===== src/rtl/cbus_arbiter.sv =====
// -----------------------------------------------------------------------------
// cbus_arbiter
//
// Shares one cbus memory port between N_REQ cache-side requesters
// (index 0 = DCache, index 1 = ICache). One requester owns the port from grant
// until the memory side returns ready && last. While it owns the port, its
// request is forwarded to the memory side and the memory response is routed
// back to it alone. Every other requester sees an all-zero response.
//
// Configuration macro:
//   CBUS_ARB_ROUND_ROBIN_EN  defined   -> round-robin arbitration. The
//                                         rotating pointer starts at 0.
//                            undefined -> fixed priority. The lowest index
//                                         wins, and no pointer register exists.
//
// Parameters:
//   N_REQ   number of requesters (default 2)
//
// Ports:
//   clk     clock
//   reset   asynchronous active-low reset
//   ireqs   requests from the caches          (cbus_req_t  [N_REQ])
//   iresps  per-requester responses           (cbus_resp_t [N_REQ])
//   oreq    request to the memory side        (cbus_req_t)
//   oresp   response from the memory side     (cbus_resp_t)
// -----------------------------------------------------------------------------

package cbus_pkg;

  // One cache-bus request. Fields are held stable by the requester until it
  // observes ready && last.
  typedef struct packed {
    logic        valid;
    logic        is_write;
    logic [2:0]  size;
    logic [31:0] addr;
    logic [7:0]  strobe;
    logic [63:0] data;
    logic [7:0]  len;     // beats minus one; 0 = single beat
    logic [1:0]  burst;
  } cbus_req_t;

  // One cache-bus response beat.
  typedef struct packed {
    logic        ready;
    logic        last;
    logic [63:0] data;
  } cbus_resp_t;

endpackage

module cbus_arbiter
  import cbus_pkg::*;
#(
  parameter int N_REQ = 2
) (
  input  logic       clk,
  input  logic       reset,
  input  cbus_req_t  ireqs  [N_REQ],
  output cbus_resp_t iresps [N_REQ],
  output cbus_req_t  oreq,
  input  cbus_resp_t oresp
);

  localparam int SEL_W = (N_REQ > 1) ? $clog2(N_REQ) : 1;
  typedef logic [SEL_W-1:0] sel_t;

  typedef enum logic [0:0] {
    IDLE = 1'b0,
    BUSY = 1'b1
  } state_t;

  state_t           state;
  sel_t             sel;
  logic [N_REQ-1:0] valid_vec;
  logic             any_valid;
  sel_t             winner;
  logic             done;

`ifdef CBUS_ARB_ROUND_ROBIN_EN
  sel_t ptr;
  sel_t ptr_next;
`endif

  // Fixed priority: the lowest set index wins.
  function automatic sel_t pick_fixed(input logic [N_REQ-1:0] v);
    sel_t w;
    w = '0;
    for (int i = N_REQ - 1; i >= 0; i--) begin
      if (v[i]) begin
        w = sel_t'(i);
      end else begin
        w = w;
      end
    end
    return w;
  endfunction

`ifdef CBUS_ARB_ROUND_ROBIN_EN
  // Round robin: scan upward from p and wrap modulo N_REQ. The first valid
  // index found wins.
  function automatic sel_t pick_rr(input logic [N_REQ-1:0] v, input sel_t p);
    sel_t w;
    logic found;
    int   idx;
    w     = p;
    found = 1'b0;
    for (int i = 0; i < N_REQ; i++) begin
      idx = (int'(p) + i) % N_REQ;
      if (!found && v[idx]) begin
        w     = sel_t'(idx);
        found = 1'b1;
      end else begin
        found = found;
      end
    end
    return w;
  endfunction
`endif

  // Collect the request valids and pick a candidate winner for the IDLE state.
  always_comb begin
    valid_vec = '0;
    for (int i = 0; i < N_REQ; i++) begin
      valid_vec[i] = ireqs[i].valid;
    end
    any_valid = |valid_vec;
`ifdef CBUS_ARB_ROUND_ROBIN_EN
    winner = pick_rr(valid_vec, ptr);
    if (int'(winner) == N_REQ - 1) begin
      ptr_next = '0;
    end else begin
      ptr_next = winner + sel_t'(1);
    end
`else
    winner = pick_fixed(valid_vec);
`endif
  end

  // The transaction ends only on the final accepted beat. A dropped valid from
  // the owner does not end it.
  assign done = oresp.ready & oresp.last;

  // Grant FSM: latch the owner on entry to BUSY and release it on ready && last.
  always_ff @(posedge clk or negedge reset) begin
    if (!reset) begin
      state <= IDLE;
      sel   <= '0;
`ifdef CBUS_ARB_ROUND_ROBIN_EN
      ptr   <= '0;
`endif
    end else begin
      case (state)
        IDLE: begin
          if (any_valid) begin
            state <= BUSY;
            sel   <= winner;
`ifdef CBUS_ARB_ROUND_ROBIN_EN
            ptr   <= ptr_next;
`endif
          end else begin
            state <= IDLE;
          end
        end
        BUSY: begin
          if (done) begin
            state <= IDLE;
          end else begin
            state <= BUSY;
          end
        end
        default: begin
          state <= IDLE;
          sel   <= '0;
        end
      endcase
    end
  end

  // Forward the owner's request and route the memory response back to it.
  // Outputs are gated by the registered state, so a reset takes effect on
  // them without waiting for a clock edge.
  always_comb begin
    oreq = '0;
    for (int i = 0; i < N_REQ; i++) begin
      iresps[i] = '0;
    end
    if (state == BUSY) begin
      for (int i = 0; i < N_REQ; i++) begin
        if (sel == sel_t'(i)) begin
          oreq      = ireqs[i];
          iresps[i] = oresp;
        end else begin
          iresps[i] = '0;
        end
      end
    end else begin
      oreq = '0;
    end
  end

endmodule


===== config.mk =====
export PLATFORM = sky130hd
export DESIGN_NAME = cbus_arbiter
export DESIGN_NICKNAME = d
export VERILOG_FILES = /design/src/rtl/cbus_arbiter.sv
export SDC_FILE = /design/constraint.sdc
export NUM_CORES = 1
export LEC_CHECK = 0
export CAP_MARGIN = 20
export CORE_AREA = 2 2 215 217
export CTS_BUF_LIST = sky130_fd_sc_hd__clkbuf_8 sky130_fd_sc_hd__clkbuf_16
export DETAILED_ROUTE_END_ITERATION = 10
export DIE_AREA = 0 0 217 219
export HOLD_SLACK_MARGIN = 0.12
export PLACE_DENSITY_LB_ADDON = 0.05
export RECOVER_POWER = 50
export SLEW_MARGIN = 20
export SYNTH_ARGS = -nofsm -noshare
export SYNTH_HDL_FRONTEND = slang
export SYNTH_SLANG_ARGS = --single-unit

===== constraint.sdc =====
create_clock -name clk -period 1.7 [get_ports clk]
set_clock_uncertainty 0.2 [all_clocks]
set_input_delay 0.17 -clock clk [delete_from_list [all_inputs] [get_ports clk]]
set_output_delay 0.17 -clock clk [all_outputs]
set_load 0.02 [all_outputs]

Yosys cells after proc, flatten, opt, wreduce, memory -nomap -nowiden:

Index checks and enable logic that the tools add are counted.
Widths: inputs -> output; s select.

* register bits after elaboration: 2
* output and inout port bits: 251
* logic and storage cells: 16

* multiplexer cells: 10
* bitwise gates (word level): 2
* reductions and logical operators: 2

Operator list (count)
* $mux 119: 2
* $mux 132: 1
* $mux 66: 2
* $mux 1: 4
* $pmux 1 s2: 1
* $reduce_and 2->1: 1
* $reduce_or 2->1: 1
* $and 1x1->1: 1
* $not 1->1: 1

Longest topological paths before layout:

* depth in word-level cells: 3
* mapped depth: 5
* gate-level depth less buffers: 2

Worst setup path after synthesis:

No wires, ideal clock.

* kind: reg2out
* start: reg sel
* end: out oreq[100] (netlist name)
* data arrival time: 1.188 ns
* data required time: 1.330 ns
* path slack: 0.142 ns
* cell stages (with the launch flop): 6
* cells stage by stage: dfrtp_1 > buf_4 > buf_8 > buf_8 > mux2i_1 > nor2_1

RTL lines
* from (decl): RTL line 74 `sel_t sel;`
* from (signal assigned): RTL line 157 `sel <= winner;`
* to (decl): RTL line 61 `output cbus_req_t oreq,`

==> metrics.md <==
| Metric | Value |
|---|---|
| Worst slew pin tran | between 200 and 250 ps |
| FF-to-FF Start | sel$_DFFE_PN0P_ |
| Slew Viols, Final | 0 |
| Io pins | roughly 560 |
| Cells after Synth | ~430 |
| Main area contributors after synthesis | mux2i_1, nor2_1, and2_1, and3_1, buf_8 |
| Final Hold Fails | 0 |
| Area grow syn2layout | 264% |
| Sequential element share of the synthesized area | 1.71% |
| Worst vdd ir | about 0.29 mV |
| DRC errors left | 0 |
| Fmax | 483 MHz |
| WP buf/inv | 4 |
| Post-DP HPWL | 25300 um |
| Syn Std Cell Area | 2920 sq um |
| Clk Latency, worst-skew pair | 220 ps |
| Finish-stage setup viols | around 250 |
| First-pass GRT wire length | 40000 um |
| Max incr delay on CP | 520 ps |
| Placed Area | 9460 sq um |
| Vias in the first global route | roughly 5700 |
| Final Instance Area | approximately 11000 sq um |
| Synth cell types | 17 |
| Critical path data arrival time | 1700 ps |
| Most frequent cells in the layout | clkdlybuf4s50_1, buf_4, buf_6 |
| Synth Area per Inst | 6.86 sq um |
| CP top delay family | buffers and inverters |
| Worst-path cell chain | buf_12 > buf_16 > buf_12 > mux2i_4 > nor2_1 > buf_4 |
| CTS tree | done |
| Pre-antenna DRT Iters | 4 |
| Largest net degree at the start of global routing | 40 |
| Outcome | complete, but fails checks |
| Final worst path period share | 122% |
| Worst Setup SP | sel$_DFFE_PN0P_ |
| Clock tree sinks | 2 |
| Worst slack, placed | -626 ps |
| Syn nets | 732 |
| Worst slew margin | between 80% and 90% |
| Min-Delay Path Class | in2reg |
| Hold slack | 426 ps |
| CP Class | reg2out |
| Slowest cell on crit path | dfrtp_4 |
| Final ANT Viol Nets | 0 |
| CTS buffer count | 3 |
| Die width | roughly 220 um |
| Grt ovf | 0 |
| Max FO, Critical Path | 8 |
| Clock Tree Buf Depth | 2 |
| Initial Util | 6.48% |
| Hold_sp | ireqs[237] |
| Total track usage | 11.4% |
| Dpl cells | 1590 |
| Startpoint Class | flop |
| CP Capture Type | primary output |
| Die ar. | 47500 sq um |
| Unrepaired setup endpoints after global routing | yes |
| Post-Route WL | between 30000 and 40000 um |
| Initial DRC Count | 91 |
| Failing checks | negative setup slack |
| Worst path required time | 1330 ps |
| # port buffers | roughly 560 |
| R2R depth | 4 |
| Yosys warns | 0 |
| Vias per inst | 3.38 |
| Commonest non-fill, non-tap cell in the layout | clkdlybuf4s50_1 |
| Clk slew on worst S/H paths | 30 ps |
| Share of cells above drive strength 1 | 45.5% |
| Finished Layout Cells | 1665 |
| Final net count | 1372 |
| Max-cap violation count | 0 |
| Die height | 219 um |
| Max H-tree Level | 1 |
| Wire length per cell | 18.6 um |
| Leakage | around 0.005 uW |
| Hold Crit Depth | 2 |
| Initial antenna violation count | 1 |
| Via count | 5633 |
| Top cell by count, worst path | buf_12 |
| Root Driver | clkbuf_16 |
| Post-synth top area cell | mux2i_1 |
| Core ar. | 45100 sq um |
| WP depth | 6 |
| Power per cell area | 717 nW/um^2 |
| PnR worst setup slack | -369 ps |
| Yosys reg bits | 2 |
| Top cell type's share of synthesized area | 40.8% |
| Setup TNS Final | -48430 ps |
| Routability congestion estimate | 0.761 |
| Row count | 78 |
| Final Critical Period | 2070 ps |
## flip-flops by register name, summed over array words and instances, names as in the netlist
register,count
sel,1
state,1
## path summary, 6_finish.rpt
check,to,slack (ps)
max,oreq[77],-370
min,sel$_DFFE_PN0P_,430
max reg2reg,sel$_DFFE_PN0P_,240
min reg2reg,state$_DFF_PN0_,710
max in group asynchronous,sel$_DFFE_PN0P_,590
min in group asynchronous,state$_DFF_PN0_,550
## metrics by stage
| step | total power (uW) | utilization, % |
|---|---|---|
| after floorplan | 2910 | - |
| after global placement | 6210 | 21.0 |
| after detailed placement | 6120 | 21.0 |
| after CTS | 6510 | 21.7 |
| after global routing | 8070 | 23.6 |
| final | 7630 | 23.6 |
## repair_timing
item,in CTS,in global routing
cloned,5,6
endpoints found under the setup margin,251,247
resized for setup,677,659
pin swaps,6,38
hold buffers,1,0
setup buffers,11,53
endpoints found under the hold margin,2,0
## synthesized netlist by cell type
library cell    n
a2bb2oi_1       1
a31oi_1         1
and2_1         66
and3_1         66
buf_2          15
buf_4           5
buf_6           5
buf_8           9
clkbuf_1        8
clkbuf_2        6
dfrtp_1         2
inv_1           1
mux2i_1       119
nor2_1        119
nor2b_1         1
nor2b_4         1
nor3_1          1
## area by class of cell
type                    instances  area, sq um
well taps                     600          751
clock buffers                   3         75.1
diodes                          1         2.50
repair buffers                683         6790
flip-flops and latches          2         55.1
multi-input cells             375         2950
fillers                      5067        34400
inverters                       1         16.3
## kinds of logic after synthesis
family | Yosys count | share of synthesized area (%)
DFF | 2 | 1.71
buffers and inverters | 49 | 12.6
and+or+nand+nor | 254 | 44.4
AOI/OAI and AO/OA | 2 | 0.514
muxes | 119 | 40.8
## metal layers
| metal | wire length, um | track usage, % |
|---|---|---|
| met1 | 9620 | 10.0 |
| met2 | 18100 | 24.7 |
| met3 | 3170 | 4.20 |
| met4 | 166 | 1.30 |
| met5 | 7 | 0 |
## power breakdown
part	switching, uW	internal (uW)
registers	20.1	59.6
clock network	60.5	300
logic	3260	3920
No activity file was read; power rests on OpenSTA's default activity.
